File: src/rtl/tag_fifo.sv
// Free-tag allocator: circular FWFT FIFO of rename tags, popped by dispatch and refilled from the CDB.
// Optional ownership checking (in_use vector + sticky tag_err) is enabled by defining TAG_FIFO_CHECK_EN.
module tag_fifo #(
    parameter int TAG_W = 6,
    parameter int DEPTH = 64
) (
    input  logic             clk,
    input  logic             rst,
    input  logic             alloc_req,
    output logic [TAG_W-1:0] alloc_tag,
    output logic             alloc_valid,
    input  logic             cdb_valid,
    input  logic [TAG_W-1:0] cdb_tag,
    output logic [TAG_W:0]   free_count,
    output logic             full,
    output logic             empty,
    output logic             tag_err
);

    localparam int PTR_W = $clog2(DEPTH);
    localparam logic [TAG_W:0] DEPTH_CNT = (TAG_W + 1)'(DEPTH);

    logic [TAG_W-1:0] mem_q [DEPTH];
    logic [TAG_W-1:0] mem_d [DEPTH];
    logic [PTR_W-1:0] head_q, head_d;
    logic [PTR_W-1:0] tail_q, tail_d;
    logic [TAG_W:0]   count_q, count_d;
    logic             pop;
    logic             push;

    assign full        = (count_q == DEPTH_CNT);
    assign empty       = (count_q == '0);
    assign free_count  = count_q;
    assign alloc_tag   = mem_q[head_q];
    assign alloc_valid = !empty;

    // A full FIFO can still accept a returning tag when a pop frees the slot in the same cycle.
    assign pop  = alloc_req && !empty;
    assign push = cdb_valid && (!full || pop);

    always_comb begin
        mem_d   = mem_q;
        head_d  = head_q;
        tail_d  = tail_q;
        count_d = count_q;
        if (pop) begin
            head_d = head_q + 1'b1;
        end
        if (push) begin
            mem_d[tail_q] = cdb_tag;
            tail_d        = tail_q + 1'b1;
        end
        case ({push, pop})
            2'b10:   count_d = count_q + 1'b1;
            2'b01:   count_d = count_q - 1'b1;
            default: count_d = count_q;
        endcase
    end

    always_ff @(posedge clk or posedge rst) begin
        if (rst) begin
            for (int i = 0; i < DEPTH; i++) begin
                mem_q[i] <= TAG_W'(i);
            end
            head_q  <= '0;
            tail_q  <= '0;
            count_q <= DEPTH_CNT;
        end else begin
            mem_q   <= mem_d;
            head_q  <= head_d;
            tail_q  <= tail_d;
            count_q <= count_d;
        end
    end

`ifdef TAG_FIFO_CHECK_EN
    logic [DEPTH-1:0] in_use_q, in_use_d;
    logic             tag_err_q, tag_err_d;

    // Returning a tag that is being handed out this very cycle is legal, so the owner check
    // also accepts a match against the tag currently being popped.
    always_comb begin
        in_use_d  = in_use_q;
        tag_err_d = tag_err_q;
        if (cdb_valid && !push) begin
            tag_err_d = 1'b1;
        end
        if (push && !in_use_q[cdb_tag] && !(pop && (alloc_tag == cdb_tag))) begin
            tag_err_d = 1'b1;
        end
        if (pop) begin
            in_use_d[alloc_tag] = 1'b1;
        end
        if (push) begin
            in_use_d[cdb_tag] = 1'b0;
        end
    end

    always_ff @(posedge clk or posedge rst) begin
        if (rst) begin
            in_use_q  <= '0;
            tag_err_q <= 1'b0;
        end else begin
            in_use_q  <= in_use_d;
            tag_err_q <= tag_err_d;
        end
    end

    assign tag_err = tag_err_q;
`else
    assign tag_err = 1'b0;
`endif

endmodule
File: config.mk
export PLATFORM = sky130hd
export DESIGN_NAME = tag_fifo
export DESIGN_NICKNAME = d
export VERILOG_FILES = /design/src/rtl/tag_fifo.sv
export SDC_FILE = /design/constraint.sdc
export NUM_CORES = 1
export LEC_CHECK = 0
export CORE_ASPECT_RATIO = 1.4
export CORE_MARGIN = 3
export CORE_UTILIZATION = 50
export CTS_CLUSTER_SIZE = 8
export DETAILED_ROUTE_END_ITERATION = 8
export PLACE_DENSITY = 0.69
export SLEW_MARGIN = 20
export SYNTH_ARGS = -nofsm -noshare
export SYNTH_HDL_FRONTEND = slang
export SYNTH_SLANG_ARGS = --single-unit
File: constraint.sdc
create_clock -name clk -period 12.6 [get_ports clk]
set_input_delay 2.52 -clock clk [delete_from_list [all_inputs] [get_ports clk]]
set_output_delay 2.52 -clock clk [all_outputs]
set_load 0.02 [all_outputs]
Word-level counts from Yosys, hierarchy flattened
Index checks and enable logic that the tools add are counted.
Widths: inputs -> output; s select.

storage, ports and cells
  logic and storage cells = 94
  bits of input ports = 10
  register bits after elaboration = 403

cells by class
  equal/unequal tests = 3
  $add $sub $neg = 4
  bitwise operators = 2
  $lt $le $gt $ge = 3
  multiplexer cells = 7
  reduce and logical (&&, ||, !) cells = 8

operators by type and width
  cell                 count
  $bwmux 384           1
  $bmux 6 s6           1
  $demux 6 s6          1
  $mux 6               3
  $ge 7x7->1 const B   2
  $not 6->7            2
  $pmux 7 s2           1
  $add 6x1->6 const B  2
  $add 7x1->7 const B  1
  $eq 7x7->1 const B   1
  $logic_not 7->1      1
  $lt 7x1->1 const B   1
  $sub 7x1->7 const B  1
  $logic_and 1x1->1    3
  $eq 2x1->1 const B   1
  $eq 2x2->1 const B   1
  $logic_not 1->1      2
  $reduce_bool 2->1    1
  $logic_or 1x1->1     1

Depth between registers and ports, before layout
Gate-level depths: netlist (run 1).

  depth after elaboration = 7
  gate-level depth with buffers = 12
  depth with buffers taken out = 11

Worst setup path before layout (run 1)
OpenSTA, ideal clock, no wires.

  path kind = flip-flop to output port
  from = reg head_q[0]
  to = out alloc_tag[2]
  buffers on the path = 4
  slack = 7.758 ns
  required time = 10.080 ns
  stages on the path, launching flop included = 9
  arrival = 2.322 ns
  path through = dfrtp_1 -> buf_2 -> buf_6 -> buf_6 -> buf_2 -> mux4_2 -> a22oi_1 -> a21oi_1 -> or4_1

between the ends
  word-level cells in the longest chain between the ends = 4

RTL lines
  element                                     RTL line  text
  from (decl)                                 25        logic [PTR_W-1:0] head_q, head_d;
  from (signal assigned)                      65        head_q <= '0;
  from (signal assigned)                      70        head_q <= head_d;
  $not 6->7 (not written as such)             34        assign alloc_tag = mem_q[head_q];
  $bmux 6 s6                                  34
  $mux 6 (not written as such) (2 in series)  34
  to (decl)                                   10        output logic [TAG_W-1:0] alloc_tag,

No other way between the ends. The select of a mux whose other input is x is not followed.

Worst setup path in the final report (run 1)
Same ends and word-level chain as after synthesis.

==> flow_summary.yaml, run 1 <==
status:
  status: "complete, no violations"
yosys:
  synthCells: 1241
  ys_seq_area_share_pct: 54.3
  ys_top_cells_by_count: "382 x mux2_2, 210 x dfrtp_1, 193 x dfstp_2"
  synth-seq-cells: 403
  synth_cell_type_count: 61
  synthArstFlopShare_pct: 100
  yosys.area.top_type: "dfrtp_1"
  synthFlopType: "dfrtp_1"
  synth.top_cells.by_area: "dfrtp_1 28%, dfstp_2 27%, mux2_2 23%, mux4_2 12%, nand2_1 1.1%"
  synth_most_common_cell: "mux2_2"
  synth_nets: 1260
  syn_area_per_cell_um2: 15.3
  synth_area_um2: 19000
  synth_top_cell_area_share_pct: 27.6
  yosys_warnings: 0
  synth_edf_count: 0
global_routing:
  grt_pass1_wl_um: 69400
  use_met3_pct: 3.42
  grt_max_degree: 188
  grt_pass1_vias: 11500
  grt.total_usage_pct: 22.4
  grt_use_met1_pct: 29.3
  grt.overflow.total: 0
  met2_usage_pct: 38.0
  busiest_layer: "met2"
  antenna_found_initial: 0
timing:
  fin_ws_ps: 5130
  fin_tns_setup_ps: 0
  max_freq_ghz: 0.134
  finalClockSkew_ps: 10.5
  setup_viol: 0
  period_share_pct: 59.3
  max_slew_margin_pct: 27.7
  rsz0062_at_grt: "false"
  tightest_slew_ps: 1080
  finalHoldViolCount: 0
  min_period_ps: 7470
  finalMaxSlewViolations: 0
setup_path:
  setup.worst_path.start: "head_q[0]$_DFFE_PP0P_"
  arrival_ps: 4950
  worstPathCellList: "buf_4, buf_4, mux4_2, a221oi_1, nor3_1, or4_1, clkdlybuf4s50_1"
  critPathCaptureType: "output port"
  criticalPathCategory: "flop to output port"
  rr_startpoint: "free_count[1]$_DFFE_PP0P_"
  cp.buffers_inverters: 3
  cp.required_ps: 10080
  cp-start-kind: "flop"
  slowest_stage: "dfrtp_4"
  cpPeakStageDelay_ps: 840
  path_max_fanout: 42
  crit_family: "buffers and inverters"
  path_common_cell: "buf_4"
floorplanning:
  die_h_um: 237
  initial_core_util_pct: 51.3
  coreArea_um2: 37100
  die_area_um2: 40400
  die_x_um: 171
  rows: 83
  ios: 27
job:
  max_cap_violations: 0
pwr:
  ir_drop_mv: 0.114
  power.density_nw_per_um2: 231
  p_leak_nw: 9.11
detailed_routing:
  drc: 0
  drt_wl_total_um: 44300
  wl_per_cell_um: 25.2
  dr.first_iter.drc_count: 716
  via_per_inst: 6.12
  dr.pass1.iters: 5
  postRouteAntennaNets: 0
  vias: 10800
placed_design:
  dp.cells: 1665
  dpl-instance-area_um2: 19600
  port_buffers: 25
  gp_congestion: 0.825
  pre_cts_ws_ps: 5570
  hpwl_um: 27700
clocking:
  cts_root_buf: "clkbuf_16"
  cts_setup_buffers: 0
  cts_htree_levels: 2
  cts_buffers: 56
  cts_hold_repair.buffers: 0
  path_clk_slew_ps: 50
  insertion_delay_ps: 570
  cts_tree: "yes"
  cts_sinks: 403
  cts_resized: 0
  clk_path_buf_depth: 3
finish:
  fillers: 2870
  layout.nets: 1275
  stdcell_count: 1761
  diodes: 0
  area_delta_synth_final_pct: 11.3
  drive_above_1_share_pct: 60.7
  final_util_pct: 57.1
  final_area_um2: 21200
min_path:
  min-delay-start: "mem_q[174]$_DFFE_PP0P_"
  hp-class: "flop to flop"
[layer usage]
metal  part of all wire (%)  up-vias  wire, um
li1                       -     4645         -
met1                     41     5823     18200
met2                     52      211     22900
met3                    3.6       92      1610
met4                    3.7        0      1650
met5                      0        -         0
[state kept, by name, summed over array words and instances (netlist names)]
name / cells
free_count: 7
head_q: 6
mem_q: 384
tail_q: 6
[path summary, 6_finish.rpt]
check,to,cells past startpoint,slack (ps)
max,alloc_tag[2],7,5130
min,mem_q[174]$_DFFE_PP0P_,1,500
max reg2reg,free_count[5]$_DFFE_PP0P_,10,8990
min reg2reg,mem_q[174]$_DFFE_PP0P_,1,500
max in group asynchronous,head_q[0]$_DFFE_PP0P_,4,8360
min in group asynchronous,mem_q[186]$_DFFE_PP0P_,3,2600
[cells by family after synthesis]
group / share of synthesized area [%]
simple gates: 4.72
flops: 54.3
other cells: 0.0197
buf+inv: 2.36
mux: 35.0
xor+xnor: 0.645
compound gates: 2.34
fa+ha+maj: 0.632
[cell usage in the layout, fill, tap and decap left out, types with 7 or more instances in the layout]
cell	n
inv_1	7
nand2_4	8
a22oi_1	16
dfstp_2	193
buf_4	21
ha_1	8
xnor2_1	11
mux2i_1	7
clkbuf_1	38
clkdlybuf4s50_1	19
nand2_1	58
nor2_1	40
a21oi_1	8
mux4_2	100
clkbuf_16	57
dfrtp_1	208
mux2_2	382
[where the power goes]
group / total [mW] / internal [mW] / switching (mW)
combinational: 1.44 / 0.777 / 0.665
clock: 1.36 / 0.830 / 0.532
sequential: 2.08 / 1.75 / 0.324
[metrics by stage]
stage	hold slack, ps	power (mW)
floorplan	459	3.09
CTS	501	4.93
global route	514	5.12
global placement	479	3.50
finish	500	4.88
detailed placement	488	3.55
[final cells by class]
cell class                 count  area [um2]  area share (%)
clock buffer                  95        1570            7.41
sequential                   403       10300            48.8
timing repair buffer          44         383            1.81
clock inverter                 1        7.51          0.0355
inverter                       9        37.5           0.177
multi-input combinational    742        8250            39.0
tap                          467         584            2.76
Note: power is estimated with default switching activity, not from simulation.
==> run 2, diff against run 1 <==
- clock period: 12.6 -> 6.25 ns (I/O delays scaled with it)
==> run 2 against run 1 <==
Net effect: die area stayed put; global-route usage is 0.28 points lower; via count is 0.54% higher; critical path depth stayed put; first-iteration DRC count is 4.7% lower; clock skew is 4.6 ps higher; count of clock-buffer cells in the layout is 5 higher; sequential share of layout area is 0.14 points lower; register-to-register slack worse by 6400 ps; non-clock buffer count stayed put; critical endpoint is now alloc_tag[1]; highest routed layer unchanged.
==> flow_summary.yaml, run 2 (synthesized netlist as in run 1, its figures left out) <==
detailed_routing:
  wl_per_cell_um: 24.7
  drt_wl_total_um: 43600
  via_per_inst: 6.13
  dr.pass1.iters: 7
  dr.first_iter.drc_count: 682
  vias: 10800
  postRouteAntennaNets: 0
  drc: 0
timing:
  finalClockSkew_ps: 15.1
  max_freq_ghz: 0.191
  setup_viol: 0
  min_period_ps: 5250
  period_share_pct: 84.0
  max_slew_margin_pct: 29.8
  finalHoldViolCount: 0
  worst_hold_slack_ps: 495
  rsz0062_at_grt: "false"
  finalMaxSlewViolations: 0
  tightest_slew_ps: 1050
  fin_tns_setup_ps: 0
setup_path:
  arrival_ps: 4000
  worstPathCellList: "buf_4, mux4_2, mux4_2, nor2_1, nor4_1, a31o_2, clkdlybuf4s50_1"
  cp-start-kind: "flop"
  cp.required_ps: 5000
  path_common_cell: "mux4_2"
  criticalPathCategory: "flop to output port"
  slowest_stage: "dfrtp_4"
  cpPeakStageDelay_ps: 790
  critPathCaptureType: "output port"
  path_max_fanout: 28
clocking:
  cts_sinks: 403
  cts_hold_repair.buffers: 0
  path_clk_slew_ps: 50
  cts_tree: "yes"
  cts_setup_buffers: 0
  cts_buffers: 56
  insertion_delay_ps: 560
  cts_resized: 0
  clk_path_buf_depth: 3
  cts_root_buf: "clkbuf_16"
  cts_htree_levels: 2
finish:
  area_delta_synth_final_pct: 11.6
  final_util_pct: 57.3
  top_register: "mem_q"
  largest_reg_flops: 384
  final_cell_mix: "382 x mux2_2, 208 x dfrtp_1, 193 x dfstp_2"
  drive_above_1_share_pct: 60.3
  final_common_cell: "mux2_2"
  diodes: 0
  final_area_um2: 21200
  stdcell_count: 1766
  layout.nets: 1275
floorplanning:
  rows: 83
  die_h_um: 237
  ios: 27
  initial_core_util_pct: 51.3
  die_x_um: 171
  die_area_um2: 40400
  coreArea_um2: 37100
pwr:
  ir_drop_mv: 0.254
  power.density_nw_per_um2: 466
  p_leak_nw: 9.14
global_routing:
  grt_pass1_wl_um: 69000
  antenna_found_initial: 0
  grt.overflow.total: 0
  grt_pass1_vias: 11500
  grt.total_usage_pct: 22.2
  grt_max_degree: 167
placed_design:
  port_buffers: 25
  dp.cells: 1665
  hpwl_um: 26700
  gp_congestion: 0.778
  dpl-instance-area_um2: 19600
job:
  max_cap_violations: 0
min_path:
  hp-class: "flop to flop"
status:
  status: "complete, no violations"
## run 2: worst paths after layout
| kind | start | end | slack (ps) | depth (start not counted) |
|---|---|---|---|---|
| setup reg to reg | free_count[0]$_DFFE_PP0P_ | free_count[5]$_DFFE_PP0P_ | 2640 | 10 |
| min in group asynchronous | rst | mem_q[181]$_DFFE_PP0P_ | 1230 | 2 |
| max in group asynchronous | rst | free_count[2]$_DFFE_PP0P_ | 3640 | 3 |
| hold reg to reg | mem_q[318]$_DFFE_PP0P_ | mem_q[318]$_DFFE_PP0P_ | 500 | 1 |
| hold / removal | mem_q[318]$_DFFE_PP0P_ | mem_q[318]$_DFFE_PP0P_ | 500 | 1 |
| setup / recovery | head_q[0]$_DFFE_PP0P_ | alloc_tag[1] | 1000 | 7 |
## run 2: critical path: cells and delay by family, from the launching register on
kind	cells	cell delay (ps)
AO/OA/AOI/OAI	1	280
buffers and inverters	2	1030
flip-flops	1	790
multiplexers	2	1020
AND/OR/NAND/NOR	2	300
## run 2: metrics by stage
stage | setup WS, ps | power, mW
after CTS | 920 | 9.98
after detailed placement | 1530 | 7.19
after global routing | 800 | 10.4
after global placement | 1570 | 7.11
final | 1000 | 9.89
after floorplan | -270 | 6.23
## run 2: final cells by class
class,instances,area [um2]
clock buffer,100,1590
clock inverter,1,7.51
fill,2914,15800
inverter,9,37.5
multi-input combinational,742,8270
sequential,403,10300
tap,467,584
timing repair buffer,44,405
## run 2: report_power, final
group | total (mW) | internal [mW] | leakage (nW) | switching [mW]
Sequential | 4.18 | 3.53 | 4.78 | 0.644
Clock | 2.75 | 1.69 | 0.753 | 1.07
Combinational | 2.96 | 1.58 | 3.61 | 1.38
## run 2: routing by layer
| metal | part of all wire, % | GRT usage (%) | wire, um | up-vias |
|---|---|---|---|---|
| met4 | 3.5 | 7.96 | 1530 | 0 |
| met5 | 0 | 0 | 0 | - |
| met3 | 3.9 | 3.37 | 1720 | 87 |
| li1 | - | - | - | 4654 |
| met1 | 41 | 28.7 | 17700 | 5844 |
| met2 | 52 | 37.9 | 22600 | 244 |
